<file path="src/rtl/seg_display_if.sv">
// Value-transfer and display-drive bundle for seg_display_ctrl.
// The producer side holds the master modport; the controller holds the slave modport.
interface seg_display_if;
    logic       in_valid;
    logic [7:0] in_num;
    logic       in_ready;
    logic       done;
    logic [3:0] an;
    logic [3:0] seg_code;

    modport master (
        output in_valid, in_num,
        input  in_ready, done, an, seg_code
    );

    modport slave (
        input  in_valid, in_num,
        output in_ready, done, an, seg_code
    );
endinterface

</file>
<file path="src/rtl/seg_display_ctrl.sv">
// Signed 8-bit to 4-digit multiplexed display driver using a shift-add-3 binary-to-BCD conversion.
// Optional macro BLANK_LEADING_ZEROS_EN shows leading zero hundreds/tens as blank (code 14).
module seg_display_ctrl #(
    parameter int unsigned REFRESH_DIV = 1000
) (
    input  logic          clk,
    input  logic          rst_n,
    seg_display_if.slave  bus
);

    typedef enum logic [1:0] {IDLE, CONV, COMMIT} state_e;

    localparam logic [15:0] REFRESH_MAX = 16'(REFRESH_DIV - 1);
    localparam logic [3:0]  CODE_BLANK  = 4'd14;
    localparam logic [3:0]  CODE_MINUS  = 4'd15;

    // Assert asynchronously, release two edges later so every flop leaves reset cleanly.
    logic [1:0] rst_sync_q;
    logic       rst_int_n;

    always_ff @(posedge clk or negedge rst_n) begin
        if (!rst_n) rst_sync_q <= 2'b00;
        else        rst_sync_q <= {rst_sync_q[0], 1'b1};
    end

    assign rst_int_n = rst_sync_q[1];

    state_e      state_q, state_d;
    logic [2:0]  cnt_q, cnt_d;
    logic        sign_q, sign_d;
    logic [7:0]  abs_q, abs_d;
    logic [3:0]  hun_q, hun_d, ten_q, ten_d, one_q, one_d;
    logic        disp_sign_q, disp_sign_d;
    logic [3:0]  disp_hun_q, disp_hun_d, disp_ten_q, disp_ten_d, disp_one_q, disp_one_d;
    logic        in_ready_q, in_ready_d;
    logic        done_q, done_d;
    logic [15:0] refresh_q, refresh_d;
    logic [1:0]  idx_q, idx_d;
    logic [3:0]  an_q, an_d;
    logic [3:0]  seg_q, seg_d;

    logic        transfer;
    logic [7:0]  in_abs;
    logic [19:0] shifted;

    function automatic logic [3:0] add3(input logic [3:0] d);
        return (d >= 4'd5) ? d + 4'd3 : d;
    endfunction

    function automatic logic [3:0] digit_code(
        input logic [1:0] idx,
        input logic       sgn,
        input logic [3:0] hun,
        input logic [3:0] ten,
        input logic [3:0] one
    );
        logic [3:0] code;
        case (idx)
            2'd0:    code = one;
`ifdef BLANK_LEADING_ZEROS_EN
            2'd1:    code = (hun == 4'd0 && ten == 4'd0) ? CODE_BLANK : ten;
            2'd2:    code = (hun == 4'd0) ? CODE_BLANK : hun;
`else
            2'd1:    code = ten;
            2'd2:    code = hun;
`endif
            default: code = sgn ? CODE_MINUS : CODE_BLANK;
        endcase
        return code;
    endfunction

    assign transfer = bus.in_valid && in_ready_q;
    assign in_abs   = bus.in_num[7] ? (~bus.in_num + 8'd1) : bus.in_num;

    always_comb begin
        // NOTE: every _d starts from its _q so no branch can leave a value unassigned and infer a latch.
        state_d     = state_q;
        cnt_d       = cnt_q;
        sign_d      = sign_q;
        abs_d       = abs_q;
        hun_d       = hun_q;
        ten_d       = ten_q;
        one_d       = one_q;
        disp_sign_d = disp_sign_q;
        disp_hun_d  = disp_hun_q;
        disp_ten_d  = disp_ten_q;
        disp_one_d  = disp_one_q;
        shifted     = {add3(hun_q), add3(ten_q), add3(one_q), abs_q} << 1;

        case (state_q)
            IDLE: begin
                if (transfer) begin
                    sign_d  = bus.in_num[7];
                    abs_d   = in_abs;
                    hun_d   = 4'd0;
                    ten_d   = 4'd0;
                    one_d   = 4'd0;
                    cnt_d   = 3'd0;
                    state_d = CONV;
                end
            end
            CONV: begin
                // The abs MSB shifts into one[0]; column carries ripple upward through the shift.
                {hun_d, ten_d, one_d, abs_d} = shifted;
                cnt_d = cnt_q + 3'd1;
                if (cnt_q == 3'd7) state_d = COMMIT;
            end
            COMMIT: begin
                disp_sign_d = sign_q;
                disp_hun_d  = hun_q;
                disp_ten_d  = ten_q;
                disp_one_d  = one_q;
                state_d     = IDLE;
            end
            default: state_d = IDLE;
        endcase

        // Handshake outputs are registered decodes of the current state.
        done_d     = (state_q == COMMIT);
        in_ready_d = (state_q == IDLE) && !transfer;

        if (refresh_q == REFRESH_MAX) begin
            refresh_d = 16'd0;
            idx_d     = idx_q + 2'd1;
        end else begin
            refresh_d = refresh_q + 16'd1;
            idx_d     = idx_q;
        end

        an_d  = ~(4'b0001 << idx_d);
        seg_d = digit_code(idx_d, disp_sign_d, disp_hun_d, disp_ten_d, disp_one_d);
    end

    // NOTE: sequential state uses non-blocking assignment so every flop samples pre-edge values.
    always_ff @(posedge clk or negedge rst_int_n) begin
        if (!rst_int_n) begin
            state_q     <= IDLE;
            cnt_q       <= 3'd0;
            sign_q      <= 1'b0;
            abs_q       <= 8'd0;
            hun_q       <= 4'd0;
            ten_q       <= 4'd0;
            one_q       <= 4'd0;
            disp_sign_q <= 1'b0;
            disp_hun_q  <= 4'd0;
            disp_ten_q  <= 4'd0;
            disp_one_q  <= 4'd0;
            in_ready_q  <= 1'b1;
            done_q      <= 1'b0;
            refresh_q   <= 16'd0;
            idx_q       <= 2'd0;
            an_q        <= 4'b1110;
            seg_q       <= 4'd0;
        end else begin
            state_q     <= state_d;
            cnt_q       <= cnt_d;
            sign_q      <= sign_d;
            abs_q       <= abs_d;
            hun_q       <= hun_d;
            ten_q       <= ten_d;
            one_q       <= one_d;
            disp_sign_q <= disp_sign_d;
            disp_hun_q  <= disp_hun_d;
            disp_ten_q  <= disp_ten_d;
            disp_one_q  <= disp_one_d;
            in_ready_q  <= in_ready_d;
            done_q      <= done_d;
            refresh_q   <= refresh_d;
            idx_q       <= idx_d;
            an_q        <= an_d;
            seg_q       <= seg_d;
        end
    end

    assign bus.in_ready = in_ready_q;
    assign bus.done     = done_q;
    assign bus.an       = an_q;
    assign bus.seg_code = seg_q;

endmodule

</file>
<file path="src/flat_wrapper.sv">
// flat-port wrapper written by rule: the top's interface ports become plain ports
module seg_display_ctrl_flat 
#(
    parameter int unsigned REFRESH_DIV = 1000
)
  (clk, rst_n, bus_in_valid, bus_in_num, bus_in_ready, bus_done, bus_an, bus_seg_code);
  seg_display_if bus_i ();
  input  logic clk;
  input  logic rst_n;
  input wire logic [$bits(bus_i.in_valid)-1:0] bus_in_valid;
  input wire logic [$bits(bus_i.in_num)-1:0] bus_in_num;
  output wire logic [$bits(bus_i.in_ready)-1:0] bus_in_ready;
  output wire logic [$bits(bus_i.done)-1:0] bus_done;
  output wire logic [$bits(bus_i.an)-1:0] bus_an;
  output wire logic [$bits(bus_i.seg_code)-1:0] bus_seg_code;
  assign bus_i.in_valid = bus_in_valid;
  assign bus_i.in_num = bus_in_num;
  assign bus_in_ready = bus_i.in_ready;
  assign bus_done = bus_i.done;
  assign bus_an = bus_i.an;
  assign bus_seg_code = bus_i.seg_code;
  seg_display_ctrl #(.REFRESH_DIV(REFRESH_DIV)) u_core (.clk(clk), .rst_n(rst_n), .bus(bus_i));
endmodule
</file>
<file path="config.mk">
export PLATFORM = sky130hd
export DESIGN_NAME = seg_display_ctrl_flat
export DESIGN_NICKNAME = d
export VERILOG_FILES = /design/src/rtl/seg_display_if.sv /design/src/rtl/seg_display_ctrl.sv /design/src/flat_wrapper.sv
export SDC_FILE = /design/constraint.sdc
export NUM_CORES = 1
export LEC_CHECK = 0
export BUFFER_PORTS_ARGS = -buffer_cell sky130_fd_sc_hd__buf_2
export CORE_MARGIN = 4
export CORE_UTILIZATION = 39
export DETAILED_ROUTE_END_ITERATION = 16
export PLACE_DENSITY = 0.55
export SYNTH_ARGS = -nofsm -noshare
export SYNTH_HDL_FRONTEND = slang
export SYNTH_SLANG_ARGS = --single-unit
export TNS_END_PERCENT = 50
</file>
<file path="constraint.sdc">
create_clock -name clk -period 2.6 [get_ports clk]
set_input_delay 0.26 -clock clk [delete_from_list [all_inputs] [get_ports clk]]
set_output_delay 0.26 -clock clk [all_outputs]
set_load 0.03 [all_outputs]
</file>
==> metrics.txt, run 1 <==
cell area after synthesis around 0.0036 mm2; vias in the first global route roughly 2500; leakage around 1.8 nW; post-synthesis sequential area ratio 0.484; unrepaired setup endpoints after global routing no; crit path kind flip-flop to flip-flop; VDD IR-drop max roughly 0.47 mV; Worst setup SP type flip-flop; vias per cell about 5.4; vias post-DR ~2600; Final TNS setup 0 ns; post-CTS setup buffers 0; leading cell type in the layout, fill and taps excluded dfrtp_1; prevailing post-synth register cell dfrtp_1; maxcap violations 0; worst setup path endpoint u_core.bus.seg_code[0]; placed cell count ~460; M2 GR Usage 0.203; Num CTS Buffers 9; die area about 0.011 mm2; CP Cell Sequence or4_4, nor4_4, buf_4, mux2i_1, nor4_2; commonest non-fill, non-tap cells in the layout dfrtp_1 (64), o21ai_0 (26), nand2_1 (20), buf_2 (20), nand3_1 (18); global router's overall resource usage 0.136; hpwl dp 4.79 mm; Clock H-tree levels 3; WP data arrival 2.31 ns; post-route cell area between 0.003 and 0.004 mm2; Most Crowded Layer GR met2; Layout Cells excl Fill ~480; multi-input logic area roughly 0.0017 mm2; Die Wd around 100 um; fraction of registers with async set/reset 1.00; Final Hold Fails 0; Final min period ~2 ns; WL/cell 14.4 um; TritonCTS Sinks slightly below 70; later-pin clock latency in the skew report 0.35 ns; Pre-antenna DRT Iters 4; Cell variety after synth 51; Max Root-Sink Buffers 2; CP required between 2 and 3 ns; drt drc 0; Syn Area/Cell 10.4 um2; crit-path max cell delay 0.54 ns; # fillers 850; DRT iter0 DRCs 70; Synthesized Nets 365; Die H approximately 100 um; Worst Max-Slew Pin Slew approximately 0.74 ns; routability cong. 0.749; delay-heaviest family, CP simple AND/OR/NAND/NOR gates; fraction of layout cells with a size suffix above 1 0.155; CTS root buf clkbuf_8; max-slew violations 0; Routed WL just under 7 mm; Final ANT Viol Nets 0; hold_buf cts 1; Overflow after GRT 0; WP depth 5; grt met3 use 0.0373; core box area between 0.008 and 0.009 mm2; PwrDens 860 mW/mm2; min-delay worst type primary input to flip-flop; pin count of the biggest net entering global routing 37; Clock Skew around 0.007 ns; CTS tree done; post_cts resized 0; Net count, final between 300 and 400; crit-path max FO 26; setup violators final 0; CP Launch Point u_core.refresh_q[4]; critical-path cell with the highest stage delay or4_4; Peak Freq between 400 and 500 MHz; Reg2Reg Depth 5; row count 34; Syn Inst Count ~340; IO Count 21; first-pass GRT wire length between 10 and 15 mm; worst r2r src u_core.refresh_q[4]; Port-buffer cells 20; #FFs+latches synth 69; Seq. cell area 0.00173 mm2; Tcrit/Tclk final 0.790; Syn-to-layout area delta 11.1%; max_slew headroom 0.507; R2R Setup Slk about 0.55 ns; Placed Area approximately 0.0038 mm2; met1 usage 0.189; yosys warns 0; initial antenna violation count 0; EDFF count, synth 0; worst path bufs/invs 1; Initial Utilization 0.406; R2R Path End u_core.bus.seg_code[0]; outcome complete, no violations; critical path capture point type flip-flop; antenna cells 0; Worst-path clk slew 0.08 ns
-- power by group --
part | leakage [nW] | internal, mW | switching [mW] | total, mW
clock | 0.0856 | 0.348 | 0.432 | 0.781
sequential | 0.884 | 1.35 | 0.232 | 1.58
combinational | 0.819 | 0.474 | 0.577 | 1.05
total | 1.79 | 2.17 | 1.24 | 3.42
-- sequential cells by signal, summed over array words and instances (netlist names) --
name	cells
u_core.rst_sync_q	2
u_core.disp_ten_q	4
u_core.disp_sign_q	1
u_core.one_q	4
u_core.cnt_q	3
u_core.bus.done	1
u_core.bus.seg_code	4
u_core.disp_one_q	4
u_core.disp_hun_q	4
u_core.refresh_q	16
u_core.bus.in_ready	1
u_core.hun_q	4
u_core.bus.an	4
u_core.idx_q	2
u_core.sign_q	1
u_core.state_q	2
u_core.abs_q	8
u_core.ten_q	4
-- per-stage QoR --
step	power [mW]	util	setup WS, ns	hold WS (ns)
2_1_floorplan	2.39	-	0.543	-0.0356
3_3_place_gp	2.64	0.430	0.584	0.0486
3_5_place_dp	2.68	0.430	0.540	0.0499
4_1_cts	3.47	0.451	0.516	0.0732
5_1_grt	3.70	0.451	0.414	0.0906
6_report	3.42	0.451	0.547	0.0873
-- layer usage --
metal,wire (um),vias up,share of wire
met3,207,11,0.030
met1,3480,1246,0.51
met4,116,0,0.017
met2,3050,32,0.44
li1,-,1288,-
met5,0,-,0
-- logic make-up after synthesis --
kind of cell             after synthesis  synth area share
other                                  1           0.00105
adder cells (fa/ha/maj)               10            0.0350
multiplexers                          16            0.0459
AO/OA/AOI/OAI                         86             0.165
flip-flops                            69             0.484
AND/OR/NAND/NOR                      103             0.173
XOR/XNOR                              22            0.0539
buffers and inverters                 37            0.0420
-- cell usage after synthesis, types with 2 or more instances --
| cell type | count | area [um2] |
|---|---|---|
| dfstp_2 | 4 | 105 |
| mux2i_1 | 13 | 130 |
| inv_1 | 16 | 60.1 |
| nor4_1 | 2 | 12.5 |
| a21oi_1 | 6 | 30.0 |
| nor3b_1 | 2 | 15.0 |
| nand3b_1 | 7 | 52.6 |
| a32o_1 | 3 | 30.0 |
| nor2_1 | 9 | 33.8 |
| and3_1 | 4 | 25.0 |
| xor2_1 | 11 | 96.3 |
| dfrtp_1 | 65 | 1630 |
| nor3_1 | 4 | 20.0 |
| ha_1 | 10 | 125 |
| nand3_1 | 18 | 90.1 |
| o21a_1 | 2 | 15.0 |
| clkbuf_1 | 18 | 67.6 |
| nand2b_1 | 10 | 62.6 |
| nand2_1 | 20 | 75.1 |
| nor2b_1 | 5 | 31.3 |
| a211oi_1 | 9 | 67.6 |
| o31ai_1 | 6 | 45.0 |
| xnor2_1 | 11 | 96.3 |
| a2111oi_0 | 4 | 35.0 |
| or3_1 | 2 | 12.5 |
| o21ai_0 | 26 | 130 |
| a21o_1 | 7 | 52.6 |
| and3b_1 | 6 | 52.6 |
| o211ai_1 | 11 | 82.6 |
| a22oi_1 | 5 | 37.5 |
| o2111ai_1 | 3 | 26.3 |
| mux2_2 | 3 | 33.8 |
| nand4_1 | 3 | 18.8 |
| a221o_1 | 2 | 20.0 |
-- cell type report --
class,count,share of cell area
clock buffer,9,0.0312
clock inverter,7,0.0129
inverter,16,0.0151
multi-input combinational,238,0.426
sequential,69,0.436
tap,108,0.0340
timing repair buffer,28,0.0441
-- how the worst min path moves through the flow --
stage                     slack [ns]              endpoint  depth (start not counted)    startpoint
after floorplan                -0.04  u_core.rst_sync_q[0]                          0         rst_n
after global placement          0.05  u_core.rst_sync_q[0]                          1         rst_n
after detailed placement        0.05  u_core.rst_sync_q[0]                          1         rst_n
after CTS                       0.07   u_core.bus.in_ready                          2  bus_in_valid
after global routing            0.09   u_core.bus.in_ready                          2  bus_in_valid
final                           0.09   u_core.bus.in_ready                          2  bus_in_valid
Power figures use the tool's default switching activity.
==> inputs of run 2 (changes only) <==
clock period = 2 ns   (was 2.6 ns; I/O delays follow)
==> metrics.txt, run 2 (synthesized netlist as in run 1, its figures left out) <==
Worst setup SP type flip-flop (unchanged); WP data arrival 2.20 ns (was 2.31 ns); max_slew headroom 0.585 (was 0.507); vias post-DR 2604 (was 2577); antenna cells 0 (unchanged); CP Launch Point u_core.refresh_q[12] (was u_core.refresh_q[4]); vias in the first global route 2552 (was 2525); Tcrit/Tclk final 0.975 (was 0.790); crit path kind flip-flop to flip-flop (unchanged); Worst Max-Slew Pin Slew 0.623 ns (was 0.740 ns); Routed WL 6.94 mm (was 6.85 mm); Num CTS Buffers 9 (unchanged); min-delay worst type primary input to flip-flop (unchanged); CTS tree done (unchanged); drt drc 0 (unchanged); initial antenna violation count 0 (unchanged); Port-buffer cells 20 (unchanged); core box area 0.00881 mm2 (unchanged); later-pin clock latency in the skew report 0.34 ns (was 0.35 ns); max-slew violations 0 (unchanged); Final min period 1.95 ns (was 2.05 ns); DR WL met2 3.07 mm (was 3.05 mm); TritonCTS Sinks 69 (unchanged); leading cell type in the layout, fill and taps excluded dfrtp_1 (unchanged); Design Power 4.78 mW (was 3.42 mW); hpwl dp 4.81 mm (was 4.79 mm); CTS root buf clkbuf_8 (unchanged); Net count, final 395 (was 383); row count 34 (unchanged); IO Count 21 (unchanged); Worst-path clk slew 0.07 ns (was 0.08 ns); Max Root-Sink Buffers 2 (unchanged); Most flops, register u_core.refresh_q (unchanged); crit-path max FO 5 (was 26); Die H 104 um (unchanged); outcome complete, no violations (unchanged); Clock Skew 0.00986 ns (was 0.00712 ns); Clock H-tree levels 3 (unchanged); die area 0.0108 mm2 (unchanged); vias per cell 5.36 (was 5.43); first-pass GRT wire length 12.2 mm (was 12.1 mm); global router's overall resource usage 0.137 (was 0.136); CP required 2.25 ns (was 2.86 ns); Peak Freq 513 MHz (was 487 MHz); PwrDens 1140 mW/mm2 (was 860 mW/mm2); uppermost layer routed met4 (unchanged); maxcap violations 0 (unchanged); Pre-antenna DRT Iters 4 (unchanged); met3 wire len 245 um (was 207 um); worst r2r src u_core.refresh_q[12] (was u_core.refresh_q[4]); WL/cell 14.3 um (was 14.4 um); Final Hold Fails 0 (unchanged); Syn-to-layout area delta 16.8% (was 11.1%); critical path capture point type flip-flop (unchanged); Final ANT Viol Nets 0 (unchanged); Die Wd 104 um (unchanged); leakage 1.89 nW (was 1.79 nW); commonest non-fill, non-tap cells in the layout dfrtp_1 (64), o21ai_0 (26), nand2_1 (20), buf_2 (20), nand3_1 (18) (unchanged); post-route cell area 0.00417 mm2 (was 0.00397 mm2); setup violators final 0 (unchanged); biggest regs u_core.refresh_q: 16 flops, u_core.abs_q: 8 flops (unchanged); DRT iter0 DRCs 91 (was 70); Largest register FFs 16 (unchanged); hold wc startpoint bus_in_valid (unchanged); Initial Utilization 0.406 (unchanged); VDD IR-drop max 0.798 mV (was 0.469 mV); pin count of the biggest net entering global routing 68 (was 37); fraction of layout cells with a size suffix above 1 0.183 (was 0.155); Overflow after GRT 0 (unchanged); Met1 Wirelength 3.49 mm (was 3.48 mm); Placed Area 0.00387 mm2 (was 0.00379 mm2); routability cong. 0.776 (was 0.749)
run 2: cell count changes in the layout (fill, tap and decap cells not counted), sizes merged:
cell | before | now
clkinvlp | 2 | 1
inv | 17 | 16
buf | 27 | 37
clkbuf | 9 | 14
clkinv | 4 | 0
bufinv | 0 | 2
run 2: worst paths after layout:
check                                          to  slack [ns]  depth (start not counted)
setup / recovery           u_core.bus.seg_code[0]        0.05                          6
hold / removal                u_core.bus.in_ready        0.03                          2
setup reg to reg           u_core.bus.seg_code[0]        0.05                          6
hold reg to reg            u_core.bus.seg_code[1]        0.29                          1
max in group asynchronous        u_core.bus.an[2]        1.40                          1
min in group asynchronous    u_core.rst_sync_q[1]        0.17                          2
run 2: per-stage QoR:
step	util	hold WS [ns]	std cells	setup slack (ns)	setup TNS, ns
2_1_floorplan	-	-0.0956	344	-0.0408	-0.0539
3_3_place_gp	0.439	-0.0148	467	0.133	0
3_5_place_dp	0.439	-0.0125	467	0.0851	0
4_1_cts	0.467	0.0171	483	0.0619	0
5_1_grt	0.474	0.0419	486	-0.0163	-0.0279
6_report	0.474	0.0345	486	0.0503	0
run 2: metal layers:
metal	vias to the layer above	track usage
met5	-	0
met4	0	0.0465
li1	1308	-
met3	12	0.0361
met2	43	0.207
met1	1241	0.191
run 2: power breakdown:
group | switching [mW] | total [mW] | internal, mW
Combinational | 0.806 | 1.46 | 0.654
Sequential | 0.243 | 2.00 | 1.76
Clock | 0.518 | 1.32 | 0.798
run 2: critical path, stage by stage, from the launching register on:
cell and delay, ns:
dfrtp_1 0.42, or4_4 0.54, nor4_4 0.23, buf_6 0.17, buf_12 0.12, mux2i_1 0.09
nor4_2 0.27
run 2: final cells by class:
type	count	area (um2)
Clock inverter	3	67.6
Timing Repair Buffer	40	317
Tap cell	108	135
Sequential cell	69	1730
Clock buffer	12	165
Multi-Input combinational cell	238	1700
Fill cell	826	4630
Inverter	16	60.1
run 2: timing repair:
item | CTS | global route
hold buffers | 1 | 0
endpoints found under the hold margin | 2 | 0
gates resized for setup | 0 | 2
endpoints found under the setup margin | 0 | 1
buffers inserted | 0 | 1
